File: src/rtl/sub_seq_unit_if.sv
// Request/result handshake bundle for the sequential subtractor/comparator.
// The master drives requests and consumes results; the slave is the execute unit.
interface sub_seq_unit_if #(
    parameter int unsigned WIDTH = 32
);
    logic             in_valid;
    logic             in_ready;
    logic [WIDTH-1:0] a;
    logic [WIDTH-1:0] b;
    logic             is_signed;
    logic             out_valid;
    logic             out_ready;
    logic [WIDTH-1:0] diff;
    logic             borrow;
    logic             ovf;
    logic             lt;
    logic             eq;

    modport master (
        output in_valid, a, b, is_signed, out_ready,
        input  in_ready, out_valid, diff, borrow, ovf, lt, eq
    );

    modport slave (
        input  in_valid, a, b, is_signed, out_ready,
        output in_ready, out_valid, diff, borrow, ovf, lt, eq
    );
endinterface

File: src/rtl/sub_seq_unit.sv
// Multi-cycle a - b (as a + ~b + 1), CHUNK bits per clock with a registered borrow chain.
// Produces diff and the borrow/ovf/lt/eq flags for SUB/SLT(U) and the branch compares.
module sub_seq_unit #(
    parameter int unsigned WIDTH = 32,
    parameter int unsigned CHUNK = 8
) (
    input  logic         clk,
    input  logic         rstn,
    sub_seq_unit_if.slave bus
);
    localparam int unsigned NSLICE  = WIDTH / CHUNK;
    localparam int unsigned IdxW    = (NSLICE > 1) ? $clog2(NSLICE) : 1;
    localparam logic [IdxW-1:0] LastIdx = IdxW'(NSLICE - 1);

    if ((WIDTH % CHUNK) != 0) begin : g_bad_chunk
        $error("sub_seq_unit: WIDTH must be a multiple of CHUNK");
    end

    typedef enum logic [1:0] {StIdle, StRun, StDone} state_e;

    state_e           state_q, state_d;
    logic [IdxW-1:0]  idx_q, idx_d;
    logic             carry_q, carry_d;
    logic [WIDTH-1:0] a_q, a_d;
    logic [WIDTH-1:0] nb_q, nb_d;
    logic             signed_q, signed_d;
    logic [WIDTH-1:0] diff_q, diff_d;
    logic             borrow_q, borrow_d;
    logic             ovf_q, ovf_d;
    logic             lt_q, lt_d;
    logic             eq_q, eq_d;

    logic [CHUNK-1:0] a_slice, nb_slice;
    logic [CHUNK:0]   slice_sum;

    always_comb begin
        a_slice  = '0;
        nb_slice = '0;
        for (int unsigned i = 0; i < NSLICE; i++) begin
            if (idx_q == IdxW'(i)) begin
                a_slice  = a_q[i*CHUNK +: CHUNK];
                nb_slice = nb_q[i*CHUNK +: CHUNK];
            end
        end
        slice_sum = {1'b0, a_slice} + {1'b0, nb_slice} + {{CHUNK{1'b0}}, carry_q};
    end

    always_comb begin
        state_d  = state_q;
        idx_d    = idx_q;
        carry_d  = carry_q;
        a_d      = a_q;
        nb_d     = nb_q;
        signed_d = signed_q;
        diff_d   = diff_q;
        borrow_d = borrow_q;
        ovf_d    = ovf_q;
        lt_d     = lt_q;
        eq_d     = eq_q;

        unique case (state_q)
            StIdle: begin
                if (bus.in_valid) begin
                    a_d      = bus.a;
                    nb_d     = ~bus.b;
                    signed_d = bus.is_signed;
                    carry_d  = 1'b1;
                    idx_d    = '0;
                    state_d  = StRun;
                end
            end
            StRun: begin
                for (int unsigned i = 0; i < NSLICE; i++) begin
                    if (idx_q == IdxW'(i)) begin
                        diff_d[i*CHUNK +: CHUNK] = slice_sum[CHUNK-1:0];
                    end
                end
                carry_d = slice_sum[CHUNK];
                idx_d   = idx_q + IdxW'(1);
                if (idx_q == LastIdx) begin
                    idx_d    = '0;
                    state_d  = StDone;
                    borrow_d = ~slice_sum[CHUNK];
                    // nb holds ~b, so equal MSBs here mean a and b had differing signs.
                    ovf_d    = (a_q[WIDTH-1] == nb_q[WIDTH-1]) &&
                               (diff_d[WIDTH-1] != a_q[WIDTH-1]);
                    lt_d     = signed_q ? (diff_d[WIDTH-1] ^ ovf_d) : borrow_d;
                    eq_d     = (diff_d == '0);
                end
            end
            StDone: begin
                if (bus.out_ready) begin
                    state_d = StIdle;
                end
            end
            default: state_d = StIdle;
        endcase
    end

    always_ff @(posedge clk or negedge rstn) begin
        if (!rstn) begin
            state_q  <= StIdle;
            idx_q    <= '0;
            carry_q  <= 1'b0;
            a_q      <= '0;
            nb_q     <= '0;
            signed_q <= 1'b0;
            diff_q   <= '0;
            borrow_q <= 1'b0;
            ovf_q    <= 1'b0;
            lt_q     <= 1'b0;
            eq_q     <= 1'b0;
        end else begin
            state_q  <= state_d;
            idx_q    <= idx_d;
            carry_q  <= carry_d;
            a_q      <= a_d;
            nb_q     <= nb_d;
            signed_q <= signed_d;
            diff_q   <= diff_d;
            borrow_q <= borrow_d;
            ovf_q    <= ovf_d;
            lt_q     <= lt_d;
            eq_q     <= eq_d;
        end
    end

    assign bus.in_ready  = (state_q == StIdle);
    assign bus.out_valid = (state_q == StDone);
    assign bus.diff      = diff_q;
    assign bus.borrow    = borrow_q;
    assign bus.ovf       = ovf_q;
    assign bus.lt        = lt_q;
    assign bus.eq        = eq_q;
endmodule

File: src/flat_wrapper.sv
// flat-port wrapper written by rule: the top's interface ports become plain ports
module sub_seq_unit_flat 
#(
    parameter int unsigned WIDTH = 32,
    parameter int unsigned CHUNK = 8
)
  (clk, rstn, bus_in_valid, bus_a, bus_b, bus_is_signed, bus_out_ready, bus_in_ready, bus_out_valid, bus_diff, bus_borrow, bus_ovf, bus_lt, bus_eq);
  sub_seq_unit_if #(.WIDTH(WIDTH)) bus_i ();
  input  logic clk;
  input  logic rstn;
  input wire logic [$bits(bus_i.in_valid)-1:0] bus_in_valid;
  input wire logic [$bits(bus_i.a)-1:0] bus_a;
  input wire logic [$bits(bus_i.b)-1:0] bus_b;
  input wire logic [$bits(bus_i.is_signed)-1:0] bus_is_signed;
  input wire logic [$bits(bus_i.out_ready)-1:0] bus_out_ready;
  output wire logic [$bits(bus_i.in_ready)-1:0] bus_in_ready;
  output wire logic [$bits(bus_i.out_valid)-1:0] bus_out_valid;
  output wire logic [$bits(bus_i.diff)-1:0] bus_diff;
  output wire logic [$bits(bus_i.borrow)-1:0] bus_borrow;
  output wire logic [$bits(bus_i.ovf)-1:0] bus_ovf;
  output wire logic [$bits(bus_i.lt)-1:0] bus_lt;
  output wire logic [$bits(bus_i.eq)-1:0] bus_eq;
  assign bus_i.in_valid = bus_in_valid;
  assign bus_i.a = bus_a;
  assign bus_i.b = bus_b;
  assign bus_i.is_signed = bus_is_signed;
  assign bus_i.out_ready = bus_out_ready;
  assign bus_in_ready = bus_i.in_ready;
  assign bus_out_valid = bus_i.out_valid;
  assign bus_diff = bus_i.diff;
  assign bus_borrow = bus_i.borrow;
  assign bus_ovf = bus_i.ovf;
  assign bus_lt = bus_i.lt;
  assign bus_eq = bus_i.eq;
  sub_seq_unit #(.WIDTH(WIDTH), .CHUNK(CHUNK)) u_core (.clk(clk), .rstn(rstn), .bus(bus_i));
endmodule
File: config.mk
export PLATFORM = sky130hd
export DESIGN_NAME = sub_seq_unit_flat
export DESIGN_NICKNAME = d
export VERILOG_FILES = /design/src/rtl/sub_seq_unit_if.sv /design/src/rtl/sub_seq_unit.sv /design/src/flat_wrapper.sv
export SDC_FILE = /design/constraint.sdc
export NUM_CORES = 1
export LEC_CHECK = 0
export CAP_MARGIN = 20
export CORE_UTILIZATION = 53
export DETAILED_ROUTE_END_ITERATION = 10
export GPL_TIMING_DRIVEN = 0
export PLACE_DENSITY_LB_ADDON = 0.25
export SYNTH_ARGS = -nofsm -noshare
export SYNTH_HDL_FRONTEND = slang
export SYNTH_SLANG_ARGS = --single-unit
File: constraint.sdc
create_clock -name clk -period 6.4 [get_ports clk]
set_clock_uncertainty 0.2 [all_clocks]
set_input_delay 1.28 -clock clk [delete_from_list [all_inputs] [get_ports clk]]
set_output_delay 1.28 -clock clk [all_outputs]
set_load 0.01 [all_outputs]
==> results of run 1 <==
==> worst max path at each step <==
| stage | slack (ns) | from | depth (start not counted) | endpoint |
|---|---|---|---|---|
| floorplan | 2.37 | u_core.idx_q[0] | 16 | u_core.bus.eq |
| global placement | 0.03 | rstn | 1 | u_core.nb_q[26] |
| detailed placement | 1.28 | u_core.idx_q[0] | 16 | u_core.bus.eq |
| CTS | 1.24 | u_core.idx_q[0] | 16 | u_core.bus.eq |
| global route | 0.85 | u_core.idx_q[0] | 16 | u_core.bus.eq |
| finish | 1.20 | u_core.idx_q[0] | 16 | u_core.bus.eq |
==> per-layer routing <==
layer / part of all wire (%) / routed length, µm
met1: 43 / 5468
met2: 50 / 6282
met3: 5.2 / 658
met4: 1.5 / 191
met5: 0 / 0
==> power by group <==
group          internal [W]  switching [W]  total (W)
sequential         0.000994       0.000213    0.00121
clock              0.000194       0.000234   0.000429
combinational      0.000911        0.00134    0.00226
total               0.00210        0.00179    0.00389
==> worst max-delay path, delay by kind of cell (launching register included) <==
kind | cells | cell delay [ns]
buffers and inverters | 5 | 1.48
AO/OA/AOI/OAI | 5 | 1.06
adder cells (fa/ha/maj) | 3 | 0.93
XOR/XNOR | 1 | 0.54
flip-flops | 1 | 0.44
AND/OR/NAND/NOR | 2 | 0.44
==> flip-flops by register name, indices dropped and copies added, names as in the netlist <==
name and cells:
u_core.bus.eq 1, u_core.idx_q 2, u_core.state_q 2, u_core.bus.ovf 1, u_core.carry_q 1, u_core.a_q 32
u_core.bus.borrow 1, u_core.bus.diff 32, u_core.nb_q 32, u_core.signed_q 1, u_core.bus.lt 1
==> synthesized netlist by cell type, drive strengths merged, types with 2 or more instances <==
library cell,n
xor2,2
inv,9
fa,2
nor2,47
or3,2
nand2,100
nor2b,4
buf,13
o21a,2
a21o,3
ha,11
nand2b,2
o21ai,83
a21oi,35
xnor2,2
clkbuf,17
nor3,6
a22oi,4
a22o,2
mux2i,2
nor4,6
dfrtp,106
or2,2
a211oi,4
mux2,34
o31ai,5
==> stage by stage <==
| step | setup WS, ns | power, W |
|---|---|---|
| 3_3_place_gp | 0.03082 | 0.003370 |
| 3_5_place_dp | 1.279 | 0.003457 |
| 6_report | 1.197 | 0.003891 |
| 5_1_grt | 0.8468 | 0.004187 |
| 4_1_cts | 1.245 | 0.003884 |
| 2_1_floorplan | 2.370 | 0.002651 |
==> logic make-up (layout without fill, tap and decap cells) <==
kind of cell    Yosys count  after routing  share of synthesized area [%]
compound gates          147            147                          17.13
xor+xnor                  4              4                         0.8453
fa+ha+maj                13             13                          3.530
buf+inv                  39            162                          3.033
flops                   106            106                          52.70
mux                      36             36                          8.004
simple gates            175            175                          14.77
==> cell type report <==
| cell class | instances | area, µm² |
|---|---|---|
| Clock buffer | 11 | 141.4 |
| Fill cell | 734 | 2758 |
| Sequential cell | 106 | 2653 |
| Inverter | 9 | 33.78 |
| Multi-Input combinational cell | 375 | 2228 |
| Clock inverter | 5 | 60.06 |
| Timing Repair Buffer | 107 | 1086 |
| Tap cell | 129 | 161.4 |
| Buffer | 30 | 118.9 |
==> results.yml, run 1 <==
finish:
  stdcell_area_um2: 6482
  drive_above_1_share_pct: 10.73
  area_growth_pct: 28.78
  nNetsFinal: 720
  final_cell_mix: "106 x dfrtp_1, 105 x clkdlybuf4s50_1, 99 x nand2_1, 82 x o21ai_0, 45 x nor2_1"
  fin_cells: 772
  layout_commonest_cell: "dfrtp_1"
  final_core_util_pct: 70.16
  num_antenna_cells: 0
global_routing:
  busiest_layer: "met2"
  grtUsageTotal_pct: 26.88
  grt_use_met3_pct: 3.725
  gr-total-overflow: 0
  antenna_found_initial: 0
  use_met2_pct: 45.51
  globalRouteMet1Util_pct: 35.55
  grt_start_max_net_pins: 55
  grt_pass1_vias: 4134
  grt_pass1_wl_mm: 20.47
sta:
  relSlewSlack_pct: 36.21
  setup_tns_ns: 0
  rsz0062_at_grt: "no"
  period_share_pct: 81.30
  setup_viol: 0
  slew_violations: 0
  worst_slew_pin_slew_ns: 0.9488
  fmax_ghz: 0.1922
  hold_violations: 0
  min_period_ns: 5.203
  hold_slack_ns: 0.2880
route:
  finalWirelength_mm: 12.60
  drt_first_pass_iters: 5
  vias: 4254
  antenna_left: 0
  dr.first_iter.drc_count: 217
  vias_per_cell: 5.510
  drcViolationCount: 0
  wl_per_cell_um: 16.32
floorplanning:
  dieArea_um2: 9891
  start_util_pct: 54.48
  core_area_um2: 9240
  row_count: 35
  chipWidth_um: 99.46
  die_h_um: 99.46
  ios: 107
synth:
  synth_top_area_share_pct: 52.70
  synth_edf_count: 0
  synth_seq_area_share_pct: 52.70
  synth_area_per_cell_um2: 9.680
  syn_area_um2: 5034
  synth_largest_area_cell: "dfrtp_1"
  synth.distinct_cells: 53
  synth-seq-cells: 106
  ys.flop_type: "dfrtp_1"
  ys_async_sr_fraction_pct: 100.0
  synth.area.top_cells: "dfrtp_1 53%, o21ai_0 8.2%, mux2_2 7.6%"
  synthCells: 520
  yosysWarningCount: 0
  synth_nets: 602
placement:
  postPlaceCellArea_um2: 6281
  numPlacedInstances: 756
  io_buffers: 106
  dp_hpwl_mm: 9.507
  place_congestion: 0.8764
clock_tree:
  post_cts_buffers: 0
  cts_tree: "built"
  cts_num_sinks: 106
  postCtsResizedCells: 0
  htreeDepth: 3
  cts_hold_buf: 0
  numCtsBuffers: 9
  cts_max_path_buffers: 2
  clkTransAtPathRegs_ns: 0.10
  insertion_delay_ns: 0.37
  root_buffer: "clkbuf_8"
outcome:
  outcome: "complete, no violations"
power:
  p_per_area_nw_per_um2: 600.2
  total_leakage_power_nw: 2.802
  peakVddDrop_mv: 0.2730
run:
  cap_violations: 0
worst_setup_path:
  cp.arrival_ns: 5.28
  timing.rr.start: "u_core.idx_q[0]"
  crit_path_start_kind: "flip-flop"
  reg2reg_slack_ns: 1.20
  crit_type: "flip-flop to flip-flop"
  worst_path_max_delay_cell: "xor2_1"
  critical_path.max_fanout: 10
  critical_path_required_ns: 6.48
  worstReg2RegEnd: "u_core.bus.eq"
  cp_cell_sequence: "inv_1, ha_1, clkbuf_1, clkbuf_1, buf_1, a21oi_1, o21ai_0, fa_1, inv_1, fa_1, xor2_1, a22oi_1, a211oi_1, nand4_1, or3_1, o31ai_2"
  crit_path_end_kind: "flip-flop"
  cp_slowest_stage_delay_ns: 0.54
  worstRegToRegCells: 16
worst_hold_path:
  hold_depth: 2
  hold_end: "u_core.nb_q[17]"
  worstHoldPathType: "flip-flop to flip-flop"
  worstHoldStart: "u_core.nb_q[17]"
Note: power is estimated with default switching activity, not from simulation.
==> run 2, diff against run 1 <==
--- a/config.mk
+++ b/config.mk
@@ -6,7 +6,7 @@
 export NUM_CORES = 1
 export LEC_CHECK = 0
 export CAP_MARGIN = 20
-export CORE_UTILIZATION = 53
+export CORE_UTILIZATION = 51
 export DETAILED_ROUTE_END_ITERATION = 10
 export GPL_TIMING_DRIVEN = 0
 export PLACE_DENSITY_LB_ADDON = 0.25
==> constraint.sdc (replaced) <==
create_clock -name clk -period 5.1 [get_ports clk]
set_clock_uncertainty 0.2 [all_clocks]
set_input_delay 1.02 -clock clk [delete_from_list [all_inputs] [get_ports clk]]
set_output_delay 1.02 -clock clk [all_outputs]
set_load 0.01 [all_outputs]
==> results.yml, run 2 (synthesized netlist as in run 1, its figures left out) <==
power:
  p_per_area_nw_per_um2: 750.8
  total_leakage_power_nw: 2.798
  peakVddDrop_mv: 0.3113
run:
  cap_violations: 0
placement:
  io_buffers: 106
  postPlaceCellArea_um2: 6281
  numPlacedInstances: 756
  pre_cts_ws_ns: -0.1009
  place_congestion: 0.8453
  dp_hpwl_mm: 9.514
worst_setup_path:
  critical_path.max_fanout: 10
  cp.arrival_ns: 4.82
  crit_path_end_kind: "flip-flop"
  worst_path_max_delay_cell: "dfrtp_1"
  worstRegToRegCells: 16
  crit_type: "flip-flop to flip-flop"
  cp_cell_sequence: "inv_1, ha_1, clkbuf_2, clkbuf_1, clkbuf_2, a21oi_1, o21ai_0, fa_1, inv_1, fa_1, xor2_2, a22oi_1, a211oi_1, nand4_1, or3_1, o31ai_2"
  critical_path_required_ns: 5.17
  cp_slowest_stage_delay_ns: 0.45
  crit_path_start_kind: "flip-flop"
floorplanning:
  row_count: 35
  ios: 107
  chipWidth_um: 101.3
  die_h_um: 101.3
  dieArea_um2: 10270
  core_area_um2: 9415
  start_util_pct: 53.46
clock_tree:
  cts_hold_buf: 0
  cts_tree: "built"
  insertion_delay_ns: 0.36
  htreeDepth: 3
  clkTransAtPathRegs_ns: 0.10
  post_cts_buffers: 0
  cts_max_path_buffers: 2
  numCtsBuffers: 9
  cts_num_sinks: 106
  root_buffer: "clkbuf_8"
sta:
  period_share_pct: 93.13
  relSlewSlack_pct: 56.97
  setup_viol: 0
  fmax_ghz: 0.2105
  worst_slew_pin_slew_ns: 0.6454
  slew_violations: 0
  worst_slack_ns: 0.3502
  rsz0062_at_grt: "no"
  setup_tns_ns: 0
  hold_slack_ns: 0.2840
  hold_violations: 0
  min_period_ns: 4.750
route:
  vias_per_cell: 5.505
  wl_per_cell_um: 16.36
  drt_first_pass_iters: 5
  drcViolationCount: 0
  vias: 4250
  dr.first_iter.drc_count: 226
  finalWirelength_mm: 12.63
  antenna_left: 0
global_routing:
  grt_pass1_wl_mm: 20.78
  grt_start_max_net_pins: 59
  grtUsageTotal_pct: 26.63
  gr-total-overflow: 0
  grt_pass1_vias: 4299
  antenna_found_initial: 0
finish:
  fin_cells: 772
  stdcell_area_um2: 6475
  final_cell_mix: "106 x dfrtp_1, 105 x clkdlybuf4s50_1, 99 x nand2_1, 82 x o21ai_0, 45 x nor2_1"
  nNetsFinal: 720
  drive_above_1_share_pct: 11.35
  fillers: 754
  layout_commonest_cell: "dfrtp_1"
  area_growth_pct: 28.64
  num_antenna_cells: 0
worst_hold_path:
  hold_depth: 2
  worstHoldPathType: "flip-flop to flip-flop"
outcome:
  outcome: "complete, no violations"
## run 2: worst paths after layout
kind,slack [ns],from,end
worst min register to register,0.28,u_core.bus.diff[31],u_core.bus.diff[31]
worst max register to register,0.35,u_core.idx_q[0],u_core.bus.eq
min in group asynchronous,0.46,rstn,u_core.a_q[0]
worst min-delay path,0.28,u_core.bus.diff[31],u_core.bus.diff[31]
worst max-delay path,0.35,u_core.idx_q[0],u_core.bus.eq
max in group asynchronous,3.54,rstn,u_core.a_q[30]
## run 2: stage by stage
stage / util (%) / power (W)
after floorplan: - / 0.003327
after global placement: 66.45 / 0.004231
after detailed placement: 66.71 / 0.004327
after CTS: 68.69 / 0.004835
after global routing: 68.77 / 0.005247
final: 68.77 / 0.004861
## run 2: final cells by class
type | count | area [µm²] | share of cell area [%]
clock inverter | 5 | 37.54 | 0.5797
timing repair buffer | 107 | 1086 | 16.77
multi-input combinational | 375 | 2241 | 34.61
tap | 129 | 161.4 | 2.493
clock buffer | 11 | 141.4 | 2.184
inverter | 9 | 33.78 | 0.5217
sequential | 106 | 2653 | 40.97
buffer | 30 | 121.4 | 1.874
## run 2: report_power, final
group / switching, W / total, W / leakage, nW / internal (W)
combinational: 0.00170 / 0.00286 / 1.41 / 0.00116
clock: 0.000291 / 0.000486 / 0.0863 / 0.000194
sequential: 0.000269 / 0.00152 / 1.30 / 0.00125
total: 0.00226 / 0.00486 / 2.80 / 0.00260
## run 2: routing by layer
metal / global-route usage, % / vias up / part of all wire, %
li1: - / 2017 / -
met1: 34.38 / 2048 / 43
met2: 44.95 / 155 / 49
met3: 4.831 / 30 / 5.7
met4: 10.03 / 0 / 2.8
met5: 0 / - / 0
## run 2: critical path, delay by kind of cell (launching register included)
family / cells / cell delay, ns
flip-flops: 1 / 0.45
AO/OA/AOI/OAI: 5 / 0.99
adder cells (fa/ha/maj): 3 / 0.96
AND/OR/NAND/NOR: 2 / 0.47
buffers and inverters: 5 / 1.21
XOR/XNOR: 1 / 0.38
## run 2: repair_timing
action / 4_1_cts / 5_1_grt
setup endpoints to repair: 1 / 5
resized for setup: 1 / 4
cloned: 0 / 0
